### config.mk
export PLATFORM = sky130hd
export DESIGN_NAME = counter_mode_sequencer
export DESIGN_NICKNAME = d
export VERILOG_FILES = /design/src/rtl/counter_seq_pkg.sv /design/src/rtl/counter_mode_sequencer_tick_divider.sv /design/src/rtl/counter_mode_sequencer.sv
export SDC_FILE = /design/constraint.sdc
export NUM_CORES = 1
export LEC_CHECK = 0
export ABC_CLOCK_PERIOD_IN_PS = 3890
export CAP_MARGIN = 25
export CORE_UTILIZATION = 64
export DETAILED_ROUTE_END_ITERATION = 6
export DONT_BUFFER_PORTS = 1
export GPL_ROUTABILITY_DRIVEN = 0
export PLACE_DENSITY = 0.82
export SYNTH_ARGS = -nofsm -noshare
export SYNTH_HDL_FRONTEND = slang
export SYNTH_SLANG_ARGS = --single-unit
### constraint.sdc
create_clock -name clk -period 3.89 [get_ports clk]
set_clock_uncertainty 0.1 [all_clocks]
set_input_delay 0.389 -clock clk [delete_from_list [all_inputs] [get_ports clk]]
set_output_delay 0.389 -clock clk [all_outputs]
set_load 0.02 [all_outputs]
### src/rtl/counter_seq_pkg.sv
// Shared types for the counter mode sequencer.
// Mode codes, FSM states and the stored step record.
package counter_seq_pkg;

  localparam logic [2:0] CTRL_UP     = 3'd0;
  localparam logic [2:0] CTRL_DOWN   = 3'd1;
  localparam logic [2:0] CTRL_UPDOWN = 3'd2;
  localparam logic [2:0] CTRL_LOAD   = 3'd3;
  localparam logic [2:0] CTRL_HOLD   = 3'd4;

  // Widest supported step duration; narrower fields are zero-extended.
  localparam int SEQ_DUR_W = 16;

  typedef enum logic [1:0] {
    IDLE,
    RUN,
    DONE
  } seq_state_t;

  typedef struct packed {
    logic [2:0]           ctrl;
    logic [3:0]           data;
    logic [SEQ_DUR_W-1:0] dur;
  } step_t;

endpackage

### src/rtl/counter_mode_sequencer_tick_divider.sv
// Free-running clk divider producing a registered one-cycle tick.
// The tick is high during the cycle in which the count sits at TICK_DIV-1.
module tick_divider #(
  parameter int TICK_DIV = 100000000
) (
  input  logic clk,
  input  logic rst,
  input  logic en,
  input  logic clear,
  output logic tick
);

  localparam int DW = $clog2(TICK_DIV);

  logic [DW-1:0] cnt;

  always_ff @(posedge clk) begin
    if (!rst) begin
      cnt  <= '0;
      tick <= 1'b0;
    end else if (clear) begin
      cnt  <= '0;
      tick <= 1'b0;
    end else if (en) begin
      cnt  <= (cnt == DW'(TICK_DIV - 1)) ? '0 : cnt + DW'(1);
      tick <= (cnt == DW'(TICK_DIV - 2));
    end
  end

endmodule

### src/rtl/counter_mode_sequencer.sv
// Steps the mode counter through a stored program of
// {mode, load value, duration} entries on a slow tick.
module counter_mode_sequencer
  import counter_seq_pkg::*;
#(
  parameter int TICK_DIV = 100000000,
  parameter int STEPS    = 8,
  parameter int DUR_W    = 8
) (
  input  logic                     clk,
  input  logic                     rst,
  input  logic                     prog_we,
  input  logic [$clog2(STEPS)-1:0] prog_addr,
  input  logic [2:0]               prog_ctrl,
  input  logic [3:0]               prog_data,
  input  logic [DUR_W-1:0]         prog_dur,
  input  logic [$clog2(STEPS):0]   prog_len,
  input  logic                     loop_en,
  input  logic                     start,
  input  logic                     stop,
  output logic                     busy,
  output logic                     done,
  output logic [$clog2(STEPS)-1:0] step_idx,
  output logic [2:0]               ctrl_out,
  output logic [3:0]               data_out,
  output logic                     tick
);

  localparam int IW = $clog2(STEPS);
  localparam int LW = IW + 1;

  step_t                mem [STEPS];
  seq_state_t           state, state_n;
  logic [IW-1:0]        idx, idx_n, nxt;
  logic [SEQ_DUR_W-1:0] rem, rem_n;
  logic [LW-1:0]        len;
  logic                 last;
  logic                 tick_q;
  logic                 clr;

  assign len  = (prog_len > LW'(STEPS)) ? LW'(STEPS) : prog_len;
  assign nxt  = idx + IW'(1);
  assign last = ({1'b0, idx} + LW'(1)) >= len;

  always_ff @(posedge clk) begin
    if (!rst) begin
      for (int i = 0; i < STEPS; i++)
        mem[i] <= '{ctrl: CTRL_HOLD, data: 4'd0, dur: '0};
    end else if (prog_we && state == IDLE) begin
      mem[prog_addr] <= '{ctrl: prog_ctrl,
                          data: prog_data,
                          dur:  SEQ_DUR_W'(prog_dur)};
    end
  end

  always_ff @(posedge clk) begin
    if (!rst) begin
      state <= IDLE;
      idx   <= '0;
      rem   <= '0;
    end else begin
      state <= state_n;
      idx   <= idx_n;
      rem   <= rem_n;
    end
  end

  always_comb begin
    state_n = state;
    idx_n   = idx;
    rem_n   = rem;
    unique case (state)
      IDLE: begin
        if (start && !stop && len != '0) begin
          state_n = RUN;
          idx_n   = '0;
          rem_n   = mem[0].dur;
        end
      end
      RUN: begin
        if (stop) begin
          state_n = IDLE;
          idx_n   = '0;
        end else if (tick_q) begin
          // A remaining count of 0 or 1 both end the step here.
          if (rem > SEQ_DUR_W'(1)) begin
            rem_n = rem - SEQ_DUR_W'(1);
          end else if (!last) begin
            idx_n = nxt;
            rem_n = mem[nxt].dur;
          end else if (loop_en) begin
            idx_n = '0;
            rem_n = mem[0].dur;
          end else begin
            state_n = DONE;
          end
        end
      end
      DONE: begin
        state_n = IDLE;
        idx_n   = '0;
      end
      default: begin
        state_n = IDLE;
        idx_n   = '0;
      end
    endcase
  end

  // Divider only counts across RUN->RUN edges; any exit drops a pending tick.
  assign clr = !(state == RUN && state_n == RUN);

  tick_divider #(
    .TICK_DIV (TICK_DIV)
  ) u_div (
    .clk   (clk),
    .rst   (rst),
    .en    (state == RUN),
    .clear (clr),
    .tick  (tick_q)
  );

  assign tick     = tick_q;
  assign busy     = (state != IDLE);
  assign done     = (state == DONE) && !stop;
  assign step_idx = idx;
  assign ctrl_out = (state == RUN) ? mem[idx].ctrl : CTRL_HOLD;
  assign data_out = (state == RUN) ? mem[idx].data : 4'd0;

endmodule
# Yosys cells after proc, flatten, opt, wreduce, memory -nomap -nowiden
# Memory sizes are Yosys's and may differ from the RTL's. A register that Yosys moved wholly into a read port is not among the register bits.
# Index checks and enable logic that the tools add are counted.
# classes
n_mux,34
n_addsub,4
reduce_logical,14
order_cmp,3
n_eq_ne,12
# op_table
operator,count
$mux W16,6
$eq A27 B27 Y1 const B,2
$pmux W16 S2,1
$mux W3,10
$add A27 B1 Y27 const B,1
$mux W27,1
$gt A16 B1 Y1 const B,1
$sub A16 B1 Y16 const B,1
$mux W15,1
$reduce_or A15 Y1,1
$mux W2,6
$mux W4,2
$ne A4 B4 Y1 const B,2
$ne A3 B3 Y1 const B,2
$pmux W3 S2,1
$logic_and A1 B1 Y1,5
$mux W1,5
$reduce_and A5 Y1,1
$add A3 B1 Y4 const B,1
$eq A2 B1 Y1 const B,2
$ge A4 B4 Y1,1
$gt A4 B4 Y1 const B,1
$ne A2 B2 Y1 const B,2
$pmux W2 S2,1
other kinds (9),10
# word_totals
mem_count,1
ram_bits,120
reg_bits,49
elab_cells,73
inputBits,28
output_inout_bits,13
# mem_list
memory,depth,width,read_ports,rd_clocked_by_memory_dff,wr,line,source
mem,8,15,3,1,8,counter_mode_sequencer.sv:32,step_t mem [STEPS];

# Longest topological paths before layout
# logic_depth
word_depth,11
mapped_depth,12
depth_no_buf,10

# Hierarchy
# Synthesis repeated with hierarchy kept, for this count alone.
# hier_totals
cells_unflattened,677
area_unflattened_um2,8247.9
# by_module_without_submodules
mod,n_inst,area_each_um2,cells_per_inst,seq_area_each_um2
counter_mode_sequencer,1,6886.6,518,4083.9
tick_divider,1,1361.3,159,560.5

# Worst setup path before layout
# OpenSTA, ideal clock, no wires.
# synth_path
kind,register to register
startpoint,register idx[0] (netlist: step_idx[0])
endpoint,register rem[4]
arrival_time_ns,2.824
setup_slack_ns,0.878
path_stages_with_launch,12
synth_period_minus_slack_ns,3.012
path_buffers,1
t_required_ns,3.702
setup_ns,0.088
cell_sequence,dfxtp_1 ha_1 xnor2_1 inv_1 ha_1 nor3_1 nor2_1 and2_1 clkbuf_1 a21oi_1 nor2_1 o31ai_1
# synth_via
elab_chain_cells,7
word_cells_on_any_way,11
cone_classes,2 x add/sub; 1 x order compare; 1 x eq/ne; 5 x mux; 1 x reduce/logical; 1 x memory
# synth_lines
item,line,source
start: declaration,counter_mode_sequencer.sv:34,"logic [IW-1:0] idx, idx_n, nxt;"
start signal: assignment,counter_mode_sequencer.sv:63,idx <= idx_n;
$add A3 B1 Y3 or $add A3 B1 Y4 (tied branches),"counter_mode_sequencer.sv:42, counter_mode_sequencer.sv:43",
$mem_v2 Z8 W15 or $ge A4 B4 Y1 (tied branches),-,
$mux W16,counter_mode_sequencer.sv:88,end else if (!last) begin
$mux W16,counter_mode_sequencer.sv:86,if (rem > SEQ_DUR_W'(1)) begin
$mux W16,counter_mode_sequencer.sv:84,end else if (tick_q) begin
$mux W16,counter_mode_sequencer.sv:81,if (stop) begin
$pmux W16 S2,counter_mode_sequencer.sv:72,unique case (state)
end signal: assignment,counter_mode_sequencer.sv:64,rem <= rem_n;
end: declaration,counter_mode_sequencer.sv:35,"logic [SEQ_DUR_W-1:0] rem, rem_n;"
# Parallel ways exist; a longest one is shown, timed or not. The select of a mux whose other input is x is not followed.
# A chain may end at the register's enable or synchronous reset.

# Worst setup path after layout
# layout_path
startpoint,register idx[1] (netlist: step_idx[1])
endpoint,register rem[5]
# Same word-level chain as after synthesis.

==> results.md <==
- Post-synth net total: approximately 700
- Setup tns final: 0 ns
- Number of synthesized register bits: between 150 and 200
- Area grow syn2layout: 10.4%
- Worst-margin pin slew: between 1 and 1.5 ns
- Die H: approximately 120 um
- Initial drt markers: roughly 500
- Final setup fails: 0
- Placed insts: 826
- Post-synthesis cell count: about 670
- Starting density of the core: 66.9%
- Crit path launch: step_idx[1]$_SDFFE_PN0P_
- Setup WS pre-CTS: ~0.36 ns
- Top cells by area, synth: edfxtp_1, dfxtp_1, and2_1
- PD cells: 449 nW/um^2
- Clock-pin slew on the worst setup and hold paths: ~0.070 ns
- H-tree depth: 4
- Peak supply drop: roughly 0.0004 V
- Lkg Pwr: approximately 3.1 nW
- Yosys top cell area share: between 40% and 50%
- Clock Power Share: 41.7%
- Worst path arrival time: about 3.6 ns
- Fin nets: ~700
- Drc violations: 0
- Critical Path RT: 4.11 ns
- Ys async rst share: 0%
- CTS sink cnt: about 170
- Die area: 13,200 sq um
- Logic pwr share: under 10%
- Worst setup path category: reg -> reg
- Number of enable flip-flop cells after synthesis: 120
- Clock Tree Buf Depth: 2
- Dpl hpwl: 11.3 mm
- FILL cells: approximately 830
- R2R depth: 10
- CTS tree: yes
- Flop pwr share: between 50% and 60%
- Synth area leader: edfxtp_1
- P_int: a little over 3 mW
- Setup slack, reg-to-reg: 0.49 ns
- Relative slew slack: approximately 28%
- Max-cap check violation count: 0
- Register Area: about 4600 sq um
- CTS root buffer: clkbuf_16
- Register area share after synthesis: 56.8%
- Vias per cell: roughly 6.2
- Crit path capture type: register
- Net Sw Power: ~1 mW
- Chip width: about 120 um
- Syn avg cell area: roughly 12 sq um
- Synth Flop Type: edfxtp_1
- Synthesized cell area: between 8000 and 9000 sq um
- Vias post-DR: between 5,000 and 6,000
- Fin. max-slew vios: 0
- Initial DRT Pass Iterations: 5
- # rows: 40
- Gr usage total: 28.3%
- Clock latency on the worst-skew pair: between 0.4 and 0.5 ns
- Reg-to-Reg End: rem[5]$_SDFFE_PN0P_
- I/O Buffers: 0
- CP max FO: 10
- Synth cell types: 53
- Status: finished, final reports clean
- Largest net degree at the start of global routing: 27
- Total grt overflow: 0
- Min Tclk post-route: ~3.4 ns
- Achievable frequency: about 290 MHz
- Total Wirelength: around 17 mm
- Post-route ant nets: 0
- CTS Buf Count: 17
- Most frequent cells after synthesis: edfxtp_1, and2_1, nor2_1
- Setup bufs post-CTS: 0
- Global-route wire length before repair: 27.1 mm
- RSZ-0062 raised after global routing: no
- Ys Warns: 0
- Sw frac: between 20% and 30%
- Share of cells above drive strength 1: between 10% and 20%
- Core Region: ~12,000 sq um
- Area occupied by multi-input gates: roughly 3400 sq um
- Final period utilization: between 80% and 90%
- Critical Path Source Type: register
- Worst hold path type: in -> reg
- Hold Fails Final Rpt: 0
- Reg2reg start: step_idx[1]$_SDFFE_PN0P_
- Cell with the most instances after synthesis: edfxtp_1
- CP endpoint: rem[5]$_SDFFE_PN0P_
- Ant diodes: 0
- WL/cell: approximately 20 um
- Initial antenna violation count: 0
- Vias in the first global route: between 5,000 and 6,000
- Boundary Pins: 41
- PnR worst setup slack: 0.485 ns
- Cell Count, Final, Fillers Out: between 800 and 900
-- registers in the layout (all words and copies together) (netlist names), named ones only --
signal and cells:
mem 120, u_div.cnt 27, rem 16, step_idx 3
state 2, u_div.tick 1
-- kinds of logic (layout without fill, tap and decap cells) --
kind of cell / after synthesis / count (layout) / share of synthesized area, %
AO/OA/AOI/OAI: 56 / 56 / 4.78
XOR/XNOR: 34 / 34 / 3.64
adder cells (fa/ha/maj): 9 / 9 / 1.38
buffers and inverters: 41 / 67 / 2.27
flip-flops: 172 / 172 / 56.8
multiplexers: 46 / 46 / 10.3
AND/OR/NAND/NOR: 308 / 308 / 20.8
-- placed cells by master (no fill, tap or decap), types with 4 or more instances in the layout --
cell	count
edfxtp_1	120
inv_8	4
nand2_1	28
nor2_1	70
and3_1	5
nand4_1	12
o31ai_1	10
o32ai_1	5
a311oi_1	4
mux2i_1	8
buf_4	19
nor4_1	4
inv_1	14
nand3_1	26
ha_1	9
xnor2_1	14
nor3_1	10
a21oi_1	11
or3_1	7
mux2_2	8
mux4_2	30
clkbuf_16	17
nand2b_1	9
o21ai_0	4
dfxtp_1	52
o21ai_1	6
and2_1	116
xor2_1	19
-- critical path, stage by stage, from the launching register on --
cell     delay (ns)
dfxtp_1        0.40
ha_1           0.25
xnor2_2        0.49
inv_1          0.11
ha_1           0.32
nor3_1         0.17
nor2_1         0.09
and2_1         0.28
a21oi_1        0.59
nor2_1         0.13
o31ai_1        0.34
-- worst min path at each step --
| stage | to | startpoint | cells after the start | slack, ns |
|---|---|---|---|---|
| 2_1_floorplan | rem[10]$_SDFFE_PN0P_ | rem[10]$_SDFFE_PN0P_ | 2 | 0.36 |
| 3_3_place_gp | rem[10]$_SDFFE_PN0P_ | rem[10]$_SDFFE_PN0P_ | 2 | 0.37 |
| 3_5_place_dp | rem[10]$_SDFFE_PN0P_ | rem[10]$_SDFFE_PN0P_ | 2 | 0.38 |
| 4_1_cts | rem[4]$_SDFFE_PN0P_ | rst | 2 | 0.0005 |
| 5_1_grt | rem[2]$_SDFFE_PN0P_ | rst | 2 | 0.007 |
| 6_report | rem[7]$_SDFFE_PN0P_ | rst | 2 | 0.01 |
-- power groups by stage --
stage	Clock, mW	Sequential [mW]	Combinational, mW
floorplan	0	2.09	0.240
global placement	0	2.10	0.285
detailed placement	0	2.10	0.292
CTS	1.71	2.06	0.298
global route	1.78	2.07	0.328
finish	1.69	2.06	0.303
-- what timing repair did --
| item | in CTS | in global routing |
|---|---|---|
| hold endpoints to repair | 2 | 0 |
| gates resized for setup | 0 | 1 |
| hold buffers | 1 | 0 |
| setup endpoints to repair | 0 | 1 |
-- per-layer routing --
| metal | vias to the layer above | GRT usage (%) | share of wire, % |
|---|---|---|---|
| met1 | 2619 | 34.0 | 39 |
| met4 | 0 | 11.2 | 2.2 |
| met5 | - | 0 | 0 |
| met3 | 33 | 7.59 | 6.9 |
| li1 | 2461 | - | - |
| met2 | 184 | 48.9 | 52 |
-- cell type report --
cell class,instances,area share (%)
Clock buffer,17,4.71
Clock inverter,15,1.94
Inverter,14,0.582
Multi-Input combinational cell,453,37.1
Sequential cell,172,51.4
Tap cell,168,2.33
Timing Repair Buffer,21,1.86
-- metrics by stage --
stage / hold WS [ns] / power (mW) / area [sq um] / util, %
floorplan: 0.357 / 2.33 / 8170 / -
global placement: 0.370 / 2.38 / 8390 / 68.7
detailed placement: 0.380 / 2.39 / 8390 / 68.7
CTS: 0.000463 / 4.07 / 9000 / 73.7
global route: 0.00665 / 4.17 / 9030 / 73.9
finish: 0.0137 / 4.06 / 9030 / 73.9
(Power assumes the default switching activity.)
